### config.mk
export PLATFORM = sky130hd
export DESIGN_NAME = triloc_range_gen_flat
export DESIGN_NICKNAME = d
export VERILOG_FILES = /design/src/rtl/triloc_range_gen_if.sv /design/src/rtl/triloc_range_gen.sv /design/src/flat_wrapper.sv
export SDC_FILE = /design/constraint.sdc
export NUM_CORES = 1
export LEC_CHECK = 0
export BUFFER_PORTS_ARGS = -buffer_cell sky130_fd_sc_hd__buf_2
export CAP_MARGIN = 20
export CORE_ASPECT_RATIO = 1.2
export CORE_UTILIZATION = 40
export DETAILED_ROUTE_END_ITERATION = 12
export GPL_TIMING_DRIVEN = 0
export SKIP_LAST_GASP = 1
export SLEW_MARGIN = 20
export SYNTH_ARGS = -nofsm -noshare
export SYNTH_HDL_FRONTEND = slang
export SYNTH_SLANG_ARGS = --single-unit
### constraint.sdc
create_clock -name clk -period 15.7 [get_ports clk]
set_clock_uncertainty 0.15 [all_clocks]
set_input_delay 3.925 -clock clk [delete_from_list [all_inputs] [get_ports clk]]
set_output_delay 3.925 -clock clk [all_outputs]
set_load 0.02 [all_outputs]
### src/rtl/triloc_range_gen_if.sv
// Port bundle for triloc_range_gen: coordinate inputs, start/busy/done handshake,
// range results and an FSM state tap.
interface triloc_range_gen_if #(
    parameter int N = 8
);
    // start is sampled only while idle; busy covers the accept edge up to, not
    // including, the done edge; done pulses one cycle with rA..rC updated.
    logic                start;
    logic signed [N-1:0] xT, yT, xA, yA, xB, yB, xC, yC;
    logic                busy;
    logic                done;
    logic        [N:0]   rA, rB, rC;
    logic        [1:0]   fsm_state;

    modport master (
        output start, xT, yT, xA, yA, xB, yB, xC, yC,
        input  busy, done, rA, rB, rC, fsm_state
    );

    modport slave (
        input  start, xT, yT, xA, yA, xB, yB, xC, yC,
        output busy, done, rA, rB, rC, fsm_state
    );
endinterface

### src/rtl/triloc_range_gen.sv
// Forward range model for TriLoc: one shared squared-distance stage and one
// restoring square root, time-multiplexed over anchors A, B, C.
module triloc_range_gen #(
    parameter int N = 8
) (
    input logic                clk,
    input logic                rst_n,
    triloc_range_gen_if.slave  bus
);
    localparam int CW = $clog2(N + 1);
    localparam int RW = 2 * N + 2;

    typedef enum logic [1:0] {IDLE = 2'd0, SQ = 2'd1, ROOT = 2'd2} state_t;

    state_t state, state_nx;
    logic load, sq_en, root_en, last;

    logic signed [N-1:0] xt, yt, xa, ya, xb, yb, xc, yc;
    logic        [1:0]   k;
    logic        [CW-1:0] cnt;
    logic        [RW-1:0] rad;
    logic        [N:0]   root;
    logic        [N+2:0] rem;
    logic        [N:0]   res_a, res_b;
    logic        [N:0]   ra, rb, rc;
    logic                busy, done;

    logic signed [N-1:0] xk, yk;
    logic        [N:0]   dx, dy, adx, ady;
    logic      [2*N-1:0] mag_x, mag_y, sq_x, sq_y;
    logic        [RW-1:0] rad_nx;
    logic        [N+4:0] rem_sh, trial;
    logic                ge;
    logic        [N:0]   root_nx;
    logic        [N+2:0] rem_nx;

    always_comb begin
        state_nx = state;
        load     = 1'b0;
        sq_en    = 1'b0;
        root_en  = 1'b0;
        last     = 1'b0;
        case (state)
            IDLE: begin
                if (bus.start) begin
                    load     = 1'b1;
                    state_nx = SQ;
                end
            end
            SQ: begin
                sq_en    = 1'b1;
                state_nx = ROOT;
            end
            ROOT: begin
                root_en = 1'b1;
                if (cnt == CW'(N)) begin
                    last     = 1'b1;
                    state_nx = (k == 2'd2) ? IDLE : SQ;
                end
            end
            default: state_nx = IDLE;
        endcase
    end

    always_ff @(posedge clk or negedge rst_n) begin
        if (!rst_n) state <= IDLE;
        else        state <= state_nx;
    end

    // Squared distance to the current anchor; differences at N+1 bits cannot overflow.
    always_comb begin
        case (k)
            2'd0:    begin xk = xa; yk = ya; end
            2'd1:    begin xk = xb; yk = yb; end
            default: begin xk = xc; yk = yc; end
        endcase
        dx     = {xt[N-1], xt} - {xk[N-1], xk};
        dy     = {yt[N-1], yt} - {yk[N-1], yk};
        adx    = dx[N] ? (~dx + 1'b1) : dx;
        ady    = dy[N] ? (~dy + 1'b1) : dy;
        mag_x  = (2*N)'(adx);
        mag_y  = (2*N)'(ady);
        sq_x   = mag_x * mag_x;
        sq_y   = mag_y * mag_y;
        rad_nx = RW'({1'b0, sq_x} + {1'b0, sq_y});
    end

    // One restoring root digit: bring down two radicand bits, try subtracting 4q+1.
    always_comb begin
        rem_sh  = (N+5)'({rem, rad[RW-1:RW-2]});
        trial   = (N+5)'({root, 2'b01});
        ge      = (rem_sh >= trial);
        root_nx = {root[N-1:0], ge};
        rem_nx  = ge ? (N+3)'(rem_sh - trial) : (N+3)'(rem_sh);
    end

    always_ff @(posedge clk or negedge rst_n) begin
        if (!rst_n) begin
            xt <= '0; yt <= '0; xa <= '0; ya <= '0;
            xb <= '0; yb <= '0; xc <= '0; yc <= '0;
            k     <= 2'd0;
            cnt   <= '0;
            rad   <= '0;
            root  <= '0;
            rem   <= '0;
            res_a <= '0;
            res_b <= '0;
            ra    <= '0;
            rb    <= '0;
            rc    <= '0;
            busy  <= 1'b0;
            done  <= 1'b0;
        end else begin
            done <= 1'b0;
            if (load) begin
                xt <= bus.xT; yt <= bus.yT;
                xa <= bus.xA; ya <= bus.yA;
                xb <= bus.xB; yb <= bus.yB;
                xc <= bus.xC; yc <= bus.yC;
                k    <= 2'd0;
                busy <= 1'b1;
            end
            if (sq_en) begin
                rad  <= rad_nx;
                root <= '0;
                rem  <= '0;
                cnt  <= '0;
            end
            if (root_en) begin
                rad  <= {rad[RW-3:0], 2'b00};
                root <= root_nx;
                rem  <= rem_nx;
                cnt  <= cnt + CW'(1);
                if (last) begin
                    case (k)
                        2'd0: res_a <= root_nx;
                        2'd1: res_b <= root_nx;
                        default: begin
                            ra   <= res_a;
                            rb   <= res_b;
                            rc   <= root_nx;
                            done <= 1'b1;
                            busy <= 1'b0;
                        end
                    endcase
                    if (k != 2'd2) k <= k + 2'd1;
                end
            end
        end
    end

    assign bus.busy      = busy;
    assign bus.done      = done;
    assign bus.rA        = ra;
    assign bus.rB        = rb;
    assign bus.rC        = rc;
    assign bus.fsm_state = state;
endmodule
### src/flat_wrapper.sv
// flat-port wrapper written by rule: the top's interface ports become plain ports
module triloc_range_gen_flat 
#(
    parameter int N = 8
)
  (clk, rst_n, bus_start, bus_xT, bus_yT, bus_xA, bus_yA, bus_xB, bus_yB, bus_xC, bus_yC, bus_busy, bus_done, bus_rA, bus_rB, bus_rC, bus_fsm_state);
  triloc_range_gen_if #(.N(N)) bus_i ();
  input logic clk;
  input logic rst_n;
  input wire logic [$bits(bus_i.start)-1:0] bus_start;
  input wire logic [$bits(bus_i.xT)-1:0] bus_xT;
  input wire logic [$bits(bus_i.yT)-1:0] bus_yT;
  input wire logic [$bits(bus_i.xA)-1:0] bus_xA;
  input wire logic [$bits(bus_i.yA)-1:0] bus_yA;
  input wire logic [$bits(bus_i.xB)-1:0] bus_xB;
  input wire logic [$bits(bus_i.yB)-1:0] bus_yB;
  input wire logic [$bits(bus_i.xC)-1:0] bus_xC;
  input wire logic [$bits(bus_i.yC)-1:0] bus_yC;
  output wire logic [$bits(bus_i.busy)-1:0] bus_busy;
  output wire logic [$bits(bus_i.done)-1:0] bus_done;
  output wire logic [$bits(bus_i.rA)-1:0] bus_rA;
  output wire logic [$bits(bus_i.rB)-1:0] bus_rB;
  output wire logic [$bits(bus_i.rC)-1:0] bus_rC;
  output wire logic [$bits(bus_i.fsm_state)-1:0] bus_fsm_state;
  assign bus_i.start = bus_start;
  assign bus_i.xT = bus_xT;
  assign bus_i.yT = bus_yT;
  assign bus_i.xA = bus_xA;
  assign bus_i.yA = bus_yA;
  assign bus_i.xB = bus_xB;
  assign bus_i.yB = bus_yB;
  assign bus_i.xC = bus_xC;
  assign bus_i.yC = bus_yC;
  assign bus_busy = bus_i.busy;
  assign bus_done = bus_i.done;
  assign bus_rA = bus_i.rA;
  assign bus_rB = bus_i.rB;
  assign bus_rC = bus_i.rC;
  assign bus_fsm_state = bus_i.fsm_state;
  triloc_range_gen #(.N(N)) u_core (.clk(clk), .rst_n(rst_n), .bus(bus_i));
endmodule
==> metrics, run 1 <==
total negative slack 0 ns; CTS Buf Count 17; area of the mapped netlist about 0.013 mm^2; Bufs on Longest Clock Path 2; layout cells sized above 1 16.41%; FFs w/ async S/R, synth 100.0%; DRC Markers 0; Slew Viols, Final 0; First DRT Iteration DRCs approximately 450; Post-Synthesis Cells roughly 1300; CTS resizes 0; WL per Instance around 15 um; gr ovfl total 0; antenna diode count 0; effective utilization at floorplan between 40% and 50%; post-route ant nets 0; endpoint class of the critical path flop; top cells by area, synth dfrtp_1 (31%), ha_1 (11%), fa_1 (11%); global-route wire length before repair 48680 um; largest net degree at the start of global routing a little under 90; Seq/Total Area, Yosys a little under a third; CP arrival between 10 and 15 ns; Std-Cell Core Area 0.03074 mm^2; die extent in y just under 200 um; main flop type after synthesis dfrtp_1; overall routed net length 28870 um; Root Driver clkbuf_16; MaxCap Viol Count 0; TritonCTS clock tree built; final instance area ~0.014 mm^2; Post-synth EDFFs 0; Area Overhead vs Synth 13.31%; Die Wd roughly 160 um; # rows 70; placer's final routability congestion estimate 0.8010; multi-input logic area roughly 0.0078 mm^2; CTS clk-pin slew, worst paths roughly 0.070 ns; Yosys cell types between 70 and 80; Slew HR 29.65%; RSZ-0062 raised after global routing no; top-count cell post-synth inv_1; number of H-tree levels 4; data required time of the worst path between 15 and 20 ns; Avg Cell Area, Syn ~9.4 um^2; Setup CP Type reg2reg; Clock Latency Late Sink between 0.4 and 0.5 ns; startpoint types flop; Slew @ Worst Pin approximately 1.1 ns; Final Instance Count excl. Fillers about 1900; hold_buf cts 0; final hold vios 0; post-synth top area share a little under a third; dpl cells between 1500 and 2000; Vias between 9000 and 10000; status finished clean; die footprint approximately 0.032 mm^2; # nets final ~1700; Achievable Freq ~0.1 GHz; Sink Count between 150 and 200; Critical-path top delay cell clkbuf_1; Yosys reg bits roughly 160; vias in the first global route between 9000 and 10000; port bufs 97; # setup viols final 0; antenna violations before repair 0; Post-DP Area ~0.014 mm^2; FF+latch area 0.003929 mm^2; vias per cell just over 5; drt pass-1 iters 5; commonest cells in the netlist inv_1 (195), dfrtp_1 (157), ha_1 (114), nand2_1 (114), nor2_1 (100); gr usage total 19.15%; Post-DP HPWL 22650 um; YS warnings 0; post-route minimum period roughly 10 ns; Post-CTS Setup Repair Bufs 0; leading area contributor after synthesis dfrtp_1; Fill cells ~3000; IO Count 98; largest stage delay on the critical path roughly 0.7 ns; Tcrit/Tclk final between 60% and 70%; Min-Delay Path Class reg2reg; maximum fanout along the worst path 10
-- cell families after synthesis --
| kind of cell | after synthesis | share of synthesized area (%) |
|---|---|---|
| simple gates | 373 | 14.08 |
| buf+inv | 237 | 7.151 |
| compound gates | 229 | 11.82 |
| fa+ha+maj | 183 | 22.32 |
| flops | 157 | 31.23 |
| mux | 102 | 8.902 |
| xor+xnor | 62 | 4.436 |
| other cells | 2 | 0.05970 |
-- critical path, delay by kind of cell, from the launching register on --
family | cells | cell delay [ns]
fa+ha+maj | 8 | 3.32
compound gates | 9 | 2.65
buf+inv | 5 | 1.47
xor+xnor | 3 | 0.95
simple gates | 5 | 0.72
mux | 2 | 0.42
flops | 1 | 0.36
-- per-stage QoR --
stage          setup slack (ns)  hold slack, ns  util [%]
2_1_floorplan             7.100          0.2848         -
5_1_grt                   4.675          0.3416     46.37
3_5_place_dp              5.492          0.3001     44.32
6_report                  5.507          0.3115     46.37
3_3_place_gp              5.593          0.2968     44.18
4_1_cts                   5.454          0.3126     46.37
-- flip-flops by register name, summed over array words and instances (netlist names), 9 cells and up --
name           cells
u_core.bus.rC      9
u_core.bus.rB      9
u_core.res_b       9
u_core.rem        11
u_core.rad        18
u_core.res_a       9
u_core.bus.rA      9
u_core.root        9
-- final timing paths --
kind | to | startpoint | slack [ns] | depth (start not counted)
min | u_core.bus.rA[4] | u_core.res_a[4] | 0.31 | 2
max reg2reg | u_core.rad[15] | u_core.k[0] | 5.51 | 32
min in group asynchronous | u_core.bus.rA[5] | rst_n | 3.35 | 1
max | u_core.rad[15] | u_core.k[0] | 5.51 | 32
min reg2reg | u_core.bus.rA[4] | u_core.res_a[4] | 0.31 | 2
max in group asynchronous | u_core.xt[4] | rst_n | 11.23 | 2
-- area by class of cell --
type,count,area share (%)
clock buffer,17,2.985
buffer,40,1.124
clock inverter,15,1.422
multi-input combinational,957,54.57
inverter,197,5.188
timing repair buffer,98,3.669
sequential,157,27.56
tap,396,3.476
-- cell usage in the layout (no fill, tap or decap), drive strengths merged, types with 4 or more instances in the layout --
master,Yosys,routed
ha,114,114
nand3,42,42
o221ai,9,9
nand2b,22,22
o211ai,5,5
fa,69,69
xor2,30,30
xnor2,32,32
nor3,13,13
conb,2,8
nor2b,16,16
dfrtp,157,157
a21boi,7,7
buf,12,110
o21bai,6,6
mux2i,23,23
a31o,4,4
clkbuf,28,45
or2,11,11
inv,197,204
nor2,101,101
o21a,11,11
nand2,115,115
nand4,6,6
o31ai,5,5
and2,7,7
a21o,21,21
mux2,79,79
a31oi,6,6
and4,4,4
nor4b,4,4
o21ai,62,62
a21oi,62,62
nor4,6,6
and3,7,7
or3,12,12
clkinv,0,4
-- layer usage --
metal  GRT usage (%)  part of all wire [%]  up-vias
met2           34.31                    51      177
met3           4.080                   4.7       23
li1                -                     -     4749
met5               0                     0        -
met1           22.89                    43     4625
met4           5.144                   1.5        0
Power of run 1 is left out: the tool's default activity adds up to more than one toggle a clock period on the data nets, which glitch-free logic cannot reach.
==> run 2, diff against run 1 <==
Clock period 15.7 ns to 8.59 ns, I/O delays scaled along.
==> run 2 against run 1 <==
- sequential share of layout area fell by 1.4 points
- via count increased by 2.3%
- register-to-register slack worse by 5.2 ns
- final area is 5.5% higher
- wire length up 3.3%
- first-iteration DRC count fell by 11%
- global-route usage about the same
- critical endpoint unchanged
- flip-flop and latch count unchanged
==> metrics, run 2 (synthesis results as in run 1) <==
gr ovfl total 0 (unchanged); Area Overhead vs Synth 19.49% (was 13.31%); vias in the first global route 9907 (was 9891); CTS Buf Count 17 (unchanged); effective utilization at floorplan 40.92% (unchanged); R2R Path End u_core.rad[15] (unchanged); port bufs 97 (unchanged); depth of the most critical reg-to-reg path 33 (was 32); Std-Cell Core Area 0.03074 mm^2 (unchanged); IO Count 98 (unchanged); hold depth 2 (unchanged); Achievable Freq 0.1208 GHz (was 0.09811 GHz); status finished clean (unchanged); Post-DP HPWL 22780 um (was 22650 um); global-route wire length before repair 48580 um (was 48680 um); largest net degree at the start of global routing 86 (was 87); RSZ-0062 raised after global routing yes (was no); antenna violations before repair 3 (was 0); # nets final 1748 (was 1718); final worst slack 0.3087 ns (was 5.507 ns); commonest non-fill, non-tap cells in the layout inv_1 (192), dfrtp_1 (155), nand2_1 (113) (was inv_1 (195), dfrtp_1 (157), nand2_1 (114), ha_1 (114), nor2_1 (100)); flop2flop setup slack 0.31 ns (was 5.51 ns); dpl cells 1845 (unchanged); R2R Path Start u_core.k[0] (unchanged); Die Wd 163.9 um (unchanged); Critical Path Most Common Cell fa_1; vias per cell 5.135 (was 5.101); Hold Path Origin u_core.res_b[8] (was u_core.res_a[4]); hold_buf cts 0 (unchanged); Slew Viols, Final 0 (unchanged); overall routed net length 29810 um (was 28870 um); final hold vios 0 (unchanged); end of the worst hold path u_core.bus.rB[8] (was u_core.bus.rA[4]); Top Metal Used met5 (was met4); maximum fanout along the worst path 7 (was 10); data required time of the worst path 8.76 ns (was 15.87 ns); DR WL met3 1398 um (was 1364 um); Setup CP Type reg2reg (unchanged); Tcrit/Tclk final 96.41% (was 64.92%); Slew @ Worst Pin 0.8411 ns (was 1.055 ns); Final Instance Count excl. Fillers 1908 (was 1877); Most flops, register u_core.rad (unchanged); Critical-path top delay cell fa_1 (was clkbuf_1); die footprint 0.03216 mm^2 (unchanged); routed wl met2 15160 um (was 14600 um); WL per Instance 15.63 um (was 15.38 um); startpoint types flop (unchanged); Top Registers u_core.rad: 18 flops, u_core.rem: 11 flops (unchanged); Setup crit start u_core.k[0] (unchanged); post-route ant nets 0 (unchanged); # rows 70 (unchanged); largest stage delay on the critical path 0.53 ns (was 0.71 ns); gr usage total 19.12% (was 19.15%); Slew HR 43.72% (was 29.65%); layout cells sized above 1 23.16% (was 16.41%); die extent in y 196.3 um (unchanged); Clock Latency Late Sink 0.44 ns (was 0.43 ns); Place WS -1.448 ns (was 5.492 ns); WL met1 12710 um (was 12480 um); number of H-tree levels 4 (unchanged); Min-Delay Path Class reg2reg (unchanged); max FFs per register 18 (unchanged); commonest non-fill, non-tap cell in the layout inv_1 (unchanged); CTS clk-pin slew, worst paths 0.07 ns (about the same); MaxCap Viol Count 0 (unchanged); Vias 9797 (was 9574); TritonCTS clock tree built (unchanged); DRC Markers 0 (unchanged); CP arrival 8.45 ns (was 10.36 ns); Bufs on Longest Clock Path 2 (unchanged); Sink Count 157 (unchanged); endpoint class of the critical path flop (unchanged); First DRT Iteration DRCs 401 (was 449); # setup viols final 0 (unchanged); drt pass-1 iters 7 (was 5); Root Driver clkbuf_16 (unchanged); post-route minimum period 8.281 ns (was 10.19 ns); placer's final routability congestion estimate 0.8216 (was 0.8010)
run 2: cell types whose count changed in the layout (fill, tap and decap cells not counted), moves of 5 or more:
cell / change
xor2_2: +7
buf_4: +32
ha_1: -9
xnor2_1: -6
xor2_1: -8
ha_2: +5
a21oi_2: +5
a21oi_4: +7
nor2_1: -6
clkbuf_1: -5
a21oi_1: -12
run 2: layout make-up:
class	count	area, um^2
clock inverter	15	216.5
sequential	157	3934
tap	396	495.5
timing repair buffer	131	790.8
inverter	197	739.5
clock buffer	17	425.4
fill	2906	15710
buffer	37	160.2
antenna	1	2.502
multi-input combinational	957	8268
run 2: how the worst max path moves through the flow:
stage	slack, ns	endpoint	depth (start not counted)
CTS	-0.02	u_core.rad[15]	34
finish	0.31	u_core.rad[15]	33
global placement	-1.38	u_core.rad[15]	32
global route	-0.04	u_core.rad[15]	34
floorplan	0.15	u_core.rad[14]	34
detailed placement	-1.45	u_core.rad[15]	32
run 2: worst max-delay path, delay by kind of cell, from the launching register on:
family / cells / cell delay [ns]
AO/OA/AOI/OAI: 9 / 2.37
multiplexers: 2 / 0.28
buffers and inverters: 6 / 0.47
flip-flops: 1 / 0.50
AND/OR/NAND/NOR: 8 / 1.36
XOR/XNOR: 1 / 0.17
adder cells (fa/ha/maj): 7 / 2.84
run 2: per-stage QoR:
stage / setup TNS (ns) / util (%) / hold WS [ns] / area [um^2]
after CTS: -0.02493 / 47.09 / 0.3081 / 14480
after floorplan: 0 / - / 0.2848 / 12600
final: 0 / 48.90 / 0.3088 / 15030
after detailed placement: -7.240 / 44.33 / 0.2996 / 13630
after global routing: -0.04003 / 48.89 / 0.3192 / 15030
after global placement: -6.391 / 44.19 / 0.2931 / 13580
run 2: routing by layer:
metal | global-route usage [%] | vias to the layer above
met3 | 4.186 | 37
met4 | 4.973 | 4
met5 | 0 | -
met1 | 23.06 | 4758
met2 | 34.02 | 187
li1 | - | 4811
run 2: timing repair:
item / in CTS / in global routing
gates resized for setup: 34 / 73
buffers inserted: 4 / 29
pin swaps: 0 / 34
endpoints found under the setup margin: 9 / 5
Power of run 2 is left out for the same reason.
